**config.mk**
```make
export PLATFORM = sky130hd
export DESIGN_NAME = checkout_tally
export DESIGN_NICKNAME = d
export VERILOG_FILES = /design/src/rtl/checkout_pkg.sv /design/src/rtl/seg7_hex.sv /design/src/rtl/checkout_tally.sv
export SDC_FILE = /design/constraint.sdc
export NUM_CORES = 1
export LEC_CHECK = 0
export BUFFER_PORTS_ARGS = -buffer_cell sky130_fd_sc_hd__buf_2
export CAP_MARGIN = 15
export CORE_ASPECT_RATIO = 1.25
export CORE_UTILIZATION = 42
export CTS_BUF_LIST = sky130_fd_sc_hd__clkbuf_16
export DETAILED_ROUTE_END_ITERATION = 8
export PLACE_DENSITY = 0.7
export SETUP_SLACK_MARGIN = 0.4
export SLEW_MARGIN = 20
export SYNTH_ARGS = -nofsm -noshare
export SYNTH_HDL_FRONTEND = slang
export SYNTH_SLANG_ARGS = --single-unit
```
**constraint.sdc**
```tcl
create_clock -name clk -period 8.1 [get_ports clk]
set_input_delay 0.405 -clock clk [delete_from_list [all_inputs] [get_ports clk]]
set_output_delay 0.405 -clock clk [all_outputs]
set_load 0.01 [all_outputs]
```
**src/rtl/checkout_pkg.sv**
```systemverilog
// Shared types and constants for the checkout station tally.
// State encoding, count width and blank-segment pattern.
package checkout_pkg;

    typedef enum logic [1:0] {
        IDLE,
        DEBOUNCE,
        HOLD,
        ALARM
    } state_t;

    localparam int COUNT_W = 8;
    localparam logic [COUNT_W-1:0] COUNT_MAX = 8'hFF;
    localparam logic [6:0] SEG_BLANK = 7'b1111111;

    function automatic logic [COUNT_W-1:0] sat_inc(
        input logic [COUNT_W-1:0] v
    );
        return (v == COUNT_MAX) ? v : v + 1'b1;
    endfunction

endpackage

```
**src/rtl/seg7_hex.sv**
```systemverilog
// Hex nibble to active-low 7-segment pattern (gfedcba).
// Purely combinational.
module seg7_hex (
    input  logic [3:0] i_nib,
    output logic [6:0] o_seg
);

    // nibble to segment lookup
    always_comb begin
        o_seg = 7'b1111111;
        unique case (i_nib)
            4'h0: o_seg = 7'b1000000;
            4'h1: o_seg = 7'b1111001;
            4'h2: o_seg = 7'b0100100;
            4'h3: o_seg = 7'b0110000;
            4'h4: o_seg = 7'b0011001;
            4'h5: o_seg = 7'b0010010;
            4'h6: o_seg = 7'b0000010;
            4'h7: o_seg = 7'b1111000;
            4'h8: o_seg = 7'b0000000;
            4'h9: o_seg = 7'b0010000;
            4'hA: o_seg = 7'b0001000;
            4'hB: o_seg = 7'b0000011;
            4'hC: o_seg = 7'b1000110;
            4'hD: o_seg = 7'b0100001;
            4'hE: o_seg = 7'b0000110;
            4'hF: o_seg = 7'b0001110;
            default: o_seg = 7'b1111111;
        endcase
    end

endmodule

```
**src/rtl/checkout_tally.sv**
```systemverilog
// Debounced scan commit, saturating tallies and stolen-item alarm.
// Define CHECKOUT_HEX_EN to drive the HEX displays from the counts.
module checkout_tally
    import checkout_pkg::*;
#(
    parameter int unsigned DEBOUNCE_CYCLES = 16
) (
    input  logic               clk,
    input  logic               reset_n,
    input  logic               scan_n,
    input  logic               clear,
    input  logic [2:0]         upc,
    input  logic               marked,
    input  logic               discounted,
    input  logic               stolen,
    output logic [COUNT_W-1:0] item_count,
    output logic [COUNT_W-1:0] disc_count,
    output logic [2:0]         last_upc,
    output logic               item_pulse,
    output logic               alarm,
    output logic [6:0]         hex0,
    output logic [6:0]         hex1,
    output logic [6:0]         hex2,
    output logic [6:0]         hex3
);

    localparam logic [16:0] DB_LAST = 17'(DEBOUNCE_CYCLES);

    logic               r_sync1;
    logic               r_sync2;
    logic [15:0]        r_cnt;
    state_t             r_state;
    logic [COUNT_W-1:0] r_items;
    logic [COUNT_W-1:0] r_discs;
    logic [2:0]         r_last;
    logic               r_pulse;
    logic               r_alarm;

    state_t             w_next;
    logic               w_commit;
    logic               w_cnt_clr;
    logic               w_cnt_inc;
    logic               w_unused;

    // marked only feeds the upstream classifier
    assign w_unused = marked;

    // two-flop synchroniser, released level is high
    always_ff @(posedge clk or negedge reset_n) begin
        if (!reset_n) begin
            r_sync1 <= 1'b1;
            r_sync2 <= 1'b1;
        end else begin
            r_sync1 <= scan_n;
            r_sync2 <= r_sync1;
        end
    end

    // state register
    always_ff @(posedge clk or negedge reset_n) begin
        if (!reset_n) begin
            r_state <= IDLE;
        end else begin
            r_state <= w_next;
        end
    end

    // next-state and commit decision
    always_comb begin
        w_next    = r_state;
        w_commit  = 1'b0;
        w_cnt_clr = 1'b0;
        w_cnt_inc = 1'b0;
        if (clear) begin
            w_next = IDLE;
        end else begin
            unique case (r_state)
                IDLE: begin
                    if (!r_sync2) begin
                        w_cnt_clr = 1'b1;
                        w_next    = DEBOUNCE;
                    end
                end
                DEBOUNCE: begin
                    if (r_sync2) begin
                        w_next = IDLE;
                    end else begin
                        w_cnt_inc = 1'b1;
                        if (({1'b0, r_cnt} + 17'd1) == DB_LAST) begin
                            w_commit = 1'b1;
                            w_next   = stolen ? ALARM : HOLD;
                        end
                    end
                end
                HOLD: begin
                    if (r_sync2) begin
                        w_next = IDLE;
                    end
                end
                ALARM: begin
                    w_next = ALARM;
                end
                default: begin
                    w_next = IDLE;
                end
            endcase
        end
    end

    // debounce stability counter
    always_ff @(posedge clk or negedge reset_n) begin
        if (!reset_n) begin
            r_cnt <= '0;
        end else if (w_cnt_clr) begin
            r_cnt <= '0;
        end else if (w_cnt_inc) begin
            r_cnt <= r_cnt + 16'd1;
        end
    end

    // tallies, last item and commit strobe
    always_ff @(posedge clk or negedge reset_n) begin
        if (!reset_n) begin
            r_items <= '0;
            r_discs <= '0;
            r_last  <= '0;
            r_pulse <= 1'b0;
        end else if (clear) begin
            r_items <= '0;
            r_discs <= '0;
            r_last  <= '0;
            r_pulse <= 1'b0;
        end else if (w_commit && !stolen) begin
            r_items <= sat_inc(r_items);
            if (discounted) begin
                r_discs <= sat_inc(r_discs);
            end
            r_last  <= upc;
            r_pulse <= 1'b1;
        end else begin
            r_pulse <= 1'b0;
        end
    end

    // registered alarm tracks entry into the lockout state
    always_ff @(posedge clk or negedge reset_n) begin
        if (!reset_n) begin
            r_alarm <= 1'b0;
        end else begin
            r_alarm <= (w_next == ALARM);
        end
    end

    assign item_count = r_items;
    assign disc_count = r_discs;
    assign last_upc   = r_last;
    assign item_pulse = r_pulse;
    assign alarm      = r_alarm;

`ifdef CHECKOUT_HEX_EN
    seg7_hex u_hex0 (.i_nib(r_items[3:0]), .o_seg(hex0));
    seg7_hex u_hex1 (.i_nib(r_items[7:4]), .o_seg(hex1));
    seg7_hex u_hex2 (.i_nib(r_discs[3:0]), .o_seg(hex2));
    seg7_hex u_hex3 (.i_nib(r_discs[7:4]), .o_seg(hex3));
`else
    assign hex0 = SEG_BLANK;
    assign hex1 = SEG_BLANK;
    assign hex2 = SEG_BLANK;
    assign hex3 = SEG_BLANK;
`endif

endmodule

```
==> flow_summary_export.csv, run 1 <==
group,metric,value,unit
finish,area_growth,6.33,%
setup_path,cp_max_fo,11,
sta,setup_tns,0,ps
clock_network,clkSinkCount,41,
setup_path,cpLargestDelayFamily,"simple AND/OR/NAND/NOR gates",
global_routing,grt_pass1_wl,9110,µm
floorplan,die_y,92.1,µm
finish,multi_input_area,1430,µm²
clock_network,holdBufCountCts,0,
detailed_routing,routed_wl,5230,µm
sta,skew,8.74,ps
worst_hold_path,hp-start,"scan_n",
detailed_routing,drt_pass1_iterations,4,
clock_network,path_clk_slew,60,ps
floorplan,start_util,0.440,
setup_path,crit_path_end_kind,"flop",
synth,synth_area_leader_cell,"dfrtp_1",
clock_network,clockBufferDepth,2,
global_routing,grt_pass1_vias,1934,
sta,setup_viol,0,
power,power_per_cell_area,160,nW/µm²
finish,n_fill_cell,608,
finish,fin_nets,320,
detailed_routing,vias,2069,
place,finalWeightedCongestion,0.785,
synth,synth_flop_cell,"dfrtp_1",
sta,maxSlewHeadroom,0.383,
detailed_routing,drc,0,
setup_path,r2r-start,"r_cnt[2]$_DFFE_PN0P_",
sta,fin_crit_sh,0.388,
finish,antennaDiodeCount,0,
place,hpwl,3560,µm
floorplan,fp.dieW,74.1,µm
floorplan,top_level_ports,59,
finish,final-seq-area,1030,µm²
sta,tightest_slew,925,ps
setup_path,slowest_delay,580,ps
setup_path,cp.arrival,3340,ps
setup_path,worstSetupPathType,"reg2reg",
setup_path,critPathBufInv,0,
floorplan,die-area,6830,µm²
synth,synth_top_area_share,0.358,
sta,slew_violations,0,
sta,period_needed,3140,ps
synth,yosysMostFrequentCell,"dfrtp_1",
run_status,outcome,"completed",
worst_hold_path,hold_class,"in2reg",
place,io_buffers,29,
synth,async_flop_share,1.00,
setup_path,cp_slowest_cell,"dfrtp_1",
floorplan,num_rows,32,
setup_path,required,8300,ps
detailed_routing,drt_iter0_drc,87,
setup_path,path_common_cell,"or3_1",
detailed_routing,drt-wirelength-per-cell,13.3,µm
power,p_leak,1.40,nW
place,placed_area,2730,µm²
global_routing,grt_usage,0.168,
finish,drive_gt1_frac,0.205,
synth,yosys_register_bits,41,
global_routing,antenna_found_initial,0,
clock_network,cts_tree,"built",
floorplan,core,6210,µm²
synth,ys_top_cells_by_count,"dfrtp_1 (39), buf_4 (31), nand2_1 (26), nor2_1 (15), o21ai_0 (13)",
power,totalPowerFinal,0.466,mW
sta,hold_viol,0,
synth,synth_edf_count,0,
synth,synthTopCellsByArea,"dfrtp_1 (36%), buf_4 (8.5%), nand2_1 (3.6%), a22o_1 (3.2%), mux2_2 (2.9%)",
sta,rsz0062_at_grt,"no",
setup_path,cp-startpoint,"r_cnt[2]$_DFFE_PN0P_",
clock_network,cts-root-buf,"clkbuf_16",
synth,synth-seq-area-share,0.377,
setup_path,crit_chain,"nand4_2 > nor4_1 > mux2i_1 > nand4b_1 > or3_1 > or3_1 > a21oi_1",
sta,timing.hold.ws,217,ps
synth,syn_avg_cell_area,9.48,µm²
power,irDropWorstVdd,0.0905,mV
clock_network,clk_latency,280,ps
setup_path,crit_path_start_kind,"flop",
synth,yosysWarnings,0,
clock_network,post_cts_buffers,0,
global_routing,grt_max_degree,42,
synth,syn-cell-area,2730,µm²
synth,synth_cell_types,62,
detailed_routing,antenna_left,0,
clock_network,cts_buffers,5,
synth,synthCells,288,
clock_network,cts_resized,0,
sta,fmax,318,MHz
detailed_routing,via_per_inst,5.28,
clock_network,h-tree-depth,2,
finish,final_area,2900,µm²
job,cap_viol_max_count,0,
global_routing,grt-ovfl-total,0,
[metal layers]
| metal | global-route usage | routed length [µm] |
|---|---|---|
| met1 | 0.221 | 2380 |
| met2 | 0.280 | 2620 |
| met3 | 0.0242 | 176 |
| met4 | 0.0513 | 49 |
| met5 | 0 | 0 |
[sequential cells by signal, indices dropped and copies added, names as in the netlist]
signal      cells
r_sync2         1
r_cnt          16
item_count      8
r_sync1         1
item_pulse      1
last_upc        3
alarm           1
disc_count      8
r_state         2
[worst reg2reg max path: cells and delay by family, from the launching register on]
kind            cells  cell delay [ps]
flops               1              580
compound gates      1              160
mux                 1              360
simple gates        5             1970
[layout make-up]
| cell class | count | area share |
|---|---|---|
| Tap cell | 85 | 0.0367 |
| Sequential cell | 41 | 0.354 |
| Clock buffer | 5 | 0.0431 |
| Multi-Input combinational cell | 222 | 0.492 |
| Inverter | 7 | 0.00906 |
| Timing Repair Buffer | 29 | 0.0500 |
| Clock inverter | 3 | 0.0147 |
[power breakdown]
part,leakage (nW),switching [mW],internal (mW)
combinational,0.748,0.0184,0.00578
clock,0.0852,0.0819,0.145
sequential,0.563,0.00649,0.208
[cell usage in the layout, fill, tap and decap left out, drive strengths merged, types with 2 or more instances in the layout]
master and n:
a211oi 2, a21boi 2, a21o 6, a21oi 11
a22o 11, a31o 2, a31oi 5, and3 4
and4 3, buf 29, clkbuf 5, conb 28
dfrtp 39, dfstp 2, ha 4, inv 8
mux2 7, mux2i 4, nand2 27, nand3 12
nand3b 2, nand4 5, nand4b 3, nor2 15
nor2b 3, nor3 9, nor3b 3, nor4 6
nor4b 2, o21a 3, o21ai 13, o41ai 2
or2 2, or3 9, or4 2, xnor2 4
xor2 2
[worst paths after layout]
path	end	slack, ps	depth (start not counted)
worst max-delay path	disc_count[3]$_DFFE_PN0P_	4960	7
worst max register to register	disc_count[3]$_DFFE_PN0P_	4960	7
worst min register to register	r_sync2$_DFF_PN1_	360	0
max in group asynchronous	r_cnt[10]$_DFFE_PN0P_	7260	1
min in group asynchronous	item_count[0]$_DFFE_PN0P_	250	1
worst min-delay path	r_sync1$_DFF_PN1_	220	1
[per-stage QoR]
step	util	worst slack [ps]	cells
after floorplan	-	5480	315
after global placement	0.441	4980	384
after detailed placement	0.441	4960	384
after CTS	0.468	4940	392
after global routing	0.468	4690	392
final	0.468	4960	392
[cells by family (layout without fill, tap and decap cells)]
kind of cell,count (synthesis),count (layout),synth area share
AOI/OAI and AO/OA,63,63,0.161
xor gates and xnor gates,6,6,0.0193
adders and majority gates,4,4,0.0183
buffers and inverters,52,44,0.137
DFF,41,41,0.377
muxes,11,11,0.0436
other,1,28,0.00137
and+or+nand+nor,110,110,0.243
(Power assumes the default switching activity.)
==> run 2, diff against run 1 <==
- ABC_AREA: unset -> 1
- clock period: 8.1 -> 3 ns (I/O delays scaled with it)
==> flow_summary_export.csv, run 2 <==
group,metric,value,unit
finish,drive_gt1_frac,0.180,
sta,slew_violations,0,
clock_network,cts_tree,"built",
finish,antennaDiodeCount,0,
setup_path,required,3170,ps
setup_path,cp_max_fo,13,
finish,area_growth,10.9,%
power,p_leak,1.53,nW
finish,largest_register_ffs,16,
detailed_routing,met3WireLength,218,µm
worst_hold_path,hold_class,"in2async",
place,hpwl,4130,µm
global_routing,antenna_found_initial,0,
sta,period_needed,2340,ps
clock_network,post_cts_buffers,0,
setup_path,cp.arrival,2510,ps
detailed_routing,wl_met1,2380,µm
setup_path,cp_slowest_cell,"dfrtp_2",
setup_path,crit_path_start_kind,"flop",
clock_network,cts_buffers,5,
synth,synth_area_leader_cell,"dfrtp_1",
floorplan,top_level_ports,59,
sta,tightest_slew,911,ps
sta,fmax,427,MHz
place,finalWeightedCongestion,0.914,
detailed_routing,wl_met2,2960,µm
floorplan,die_y,91.5,µm
place,io_buffers,29,
detailed_routing,drt-wirelength-per-cell,11.9,µm
detailed_routing,via_per_inst,4.90,
synth,synthCells,357,
sta,maxSlewHeadroom,0.393,
floorplan,fp.dieW,73.6,µm
sta,setup_tns,0,ps
synth,synth_cell_types,30,
detailed_routing,drc,0,
global_routing,grt_pass1_vias,2162,
synth,synth-seq-area-share,0.382,
sta,skew,5.28,ps
clock_network,h-tree-depth,2,
synth,yosysWarnings,0,
finish,n_fill_cell,637,
detailed_routing,routed_wl,5650,µm
clock_network,clkSinkCount,41,
setup_path,crit_path_end_kind,"flop",
sta,fin_crit_sh,0.780,
detailed_routing,maxUsedRoutingLayer,"met4",
detailed_routing,vias,2324,
synth,synth_top_area_share,0.363,
synth,yosysMostFrequentCell,"nand2_1",
finish,regMostFlops,"r_cnt",
floorplan,die-area,6730,µm²
power,irDropWorstVdd,0.281,mV
sta,hold_viol,0,
synth,synthTopCellsByArea,"dfrtp_1 (36%), nand2_1 (13%), buf_4 (8.1%), nand3_1 (7.4%), nor2_1 (4.3%)",
synth,synth_flop_cell,"dfrtp_1",
power,totalPowerFinal,1.24,mW
setup_path,crit_chain,"ha_2 > nand3_2 > nor2_2 > nand2_1 > nand2_1 > nand2_1 > nor2_2 > nand3_2 > nor2_4 > nand2_4 > nand2_4 > nand2_2 > nand2_1 > nand2_1",
clock_network,clockBufferDepth,2,
detailed_routing,drt_iter0_drc,130,
synth,syn-cell-area,2690,µm²
detailed_routing,drt_pass1_iterations,4,
synth,synth_edf_count,0,
floorplan,start_util,0.436,
global_routing,grt_pass1_wl,9720,µm
synth,syn_avg_cell_area,7.54,µm²
finish,fin_nets,402,
synth,yosys_register_bits,41,
setup_path,worstSetupPathType,"reg2reg",
setup_path,slowest_delay,470,ps
detailed_routing,antenna_left,0,
global_routing,grt-ovfl-total,0,
synth,async_flop_share,1.00,
clock_network,path_clk_slew,60,ps
sta,setup_viol,0,
sta,rsz0062_at_grt,"no",
setup_path,path_common_cell,"nand2_1",
global_routing,grt_usage,0.186,
job,cap_viol_max_count,0,
floorplan,core,6170,µm²
finish,final_cell_mix,"nand2_1 (93), nand3_1 (40), dfrtp_1 (38)",
finish,mostFrequentLayoutCell,"nand2_1",
run_status,outcome,"completed",
power,power_per_cell_area,416,nW/µm²
floorplan,num_rows,32,
clock_network,cts-root-buf,"clkbuf_16",
global_routing,grt_max_degree,42,
clock_network,clk_latency,280,ps
synth,ys_top_cells_by_count,"nand2_1 (93), nand3_1 (40), dfrtp_1 (39), nor2_1 (31), inv_1 (30)",
run 2: stage by stage:
step | instances | hold WS [ps] | worst slack [ps] | utilization | instance area, µm²
2_1_floorplan | 384 | -146 | 1040 | - | 2790
3_3_place_gp | 465 | 260 | 533 | 0.455 | 2810
3_5_place_dp | 465 | 260 | 476 | 0.455 | 2810
4_1_cts | 474 | 40.2 | 464 | 0.483 | 2980
5_1_grt | 474 | 86.1 | 458 | 0.484 | 2980
6_report | 474 | 4.47 | 660 | 0.484 | 2980
run 2: path summary, 6_finish.rpt:
path	from	endpoint	slack, ps	cells after the start
max	r_cnt[0]$_DFFE_PN0P_	item_count[7]$_DFFE_PN0P_	660	14
min	reset_n	r_cnt[2]$_DFFE_PN0P_	4	1
max reg2reg	r_cnt[0]$_DFFE_PN0P_	item_count[7]$_DFFE_PN0P_	660	14
min reg2reg	r_sync1$_DFF_PN1_	r_sync2$_DFF_PN1_	360	0
max in group asynchronous	reset_n	r_cnt[0]$_DFFE_PN0P_	2380	1
min in group clk	upc[0]	last_upc[0]$_DFFE_PN0P_	70	3
run 2: cell type report:
cell class / count / area [µm²] / area share
flip-flops and latches: 41 / 1030 / 0.345
clock buffers: 5 / 125 / 0.0419
inverters: 34 / 128 / 0.0428
multi-input cells: 274 / 1390 / 0.465
repair buffers: 32 / 170 / 0.0570
clock inverters: 3 / 37.5 / 0.0126
well taps: 85 / 106 / 0.0356
run 2: cell families (layout without fill, tap and decap cells):
group / after synthesis / after routing / synth area share
adders and majority gates: 4 / 4 / 0.0186
AOI/OAI and AO/OA: 21 / 21 / 0.0451
and+or+nand+nor: 208 / 208 / 0.370
other: 1 / 28 / 0.00139
DFF: 41 / 41 / 0.382
xor gates and xnor gates: 13 / 13 / 0.0423
buffers and inverters: 69 / 74 / 0.141
run 2: critical path: cells and delay by family (launching register included):
| kind | cells | cell delay [ps] |
|---|---|---|
| adder cells (fa/ha/maj) | 1 | 290 |
| AND/OR/NAND/NOR | 13 | 1490 |
| flip-flops | 1 | 470 |
run 2: per-layer routing:
layer / vias to the layer above / global-route usage
li1: 1154 / -
met2: 62 / 0.317
met4: 0 / 0.0673
met3: 10 / 0.0355
met1: 1098 / 0.227
met5: - / 0
run 2: power by group:
group | internal, mW | switching, mW | leakage (nW)
combinational | 0.0172 | 0.0578 | 0.884
clock | 0.386 | 0.206 | 0.0826
sequential | 0.562 | 0.0123 | 0.560
total | 0.966 | 0.276 | 1.53
run 2: what timing repair did:
action,in CTS,in global routing
gates resized for setup,0,2
setup endpoints to repair,0,16
hold buffers,1,0
endpoints found under the hold margin,1,0
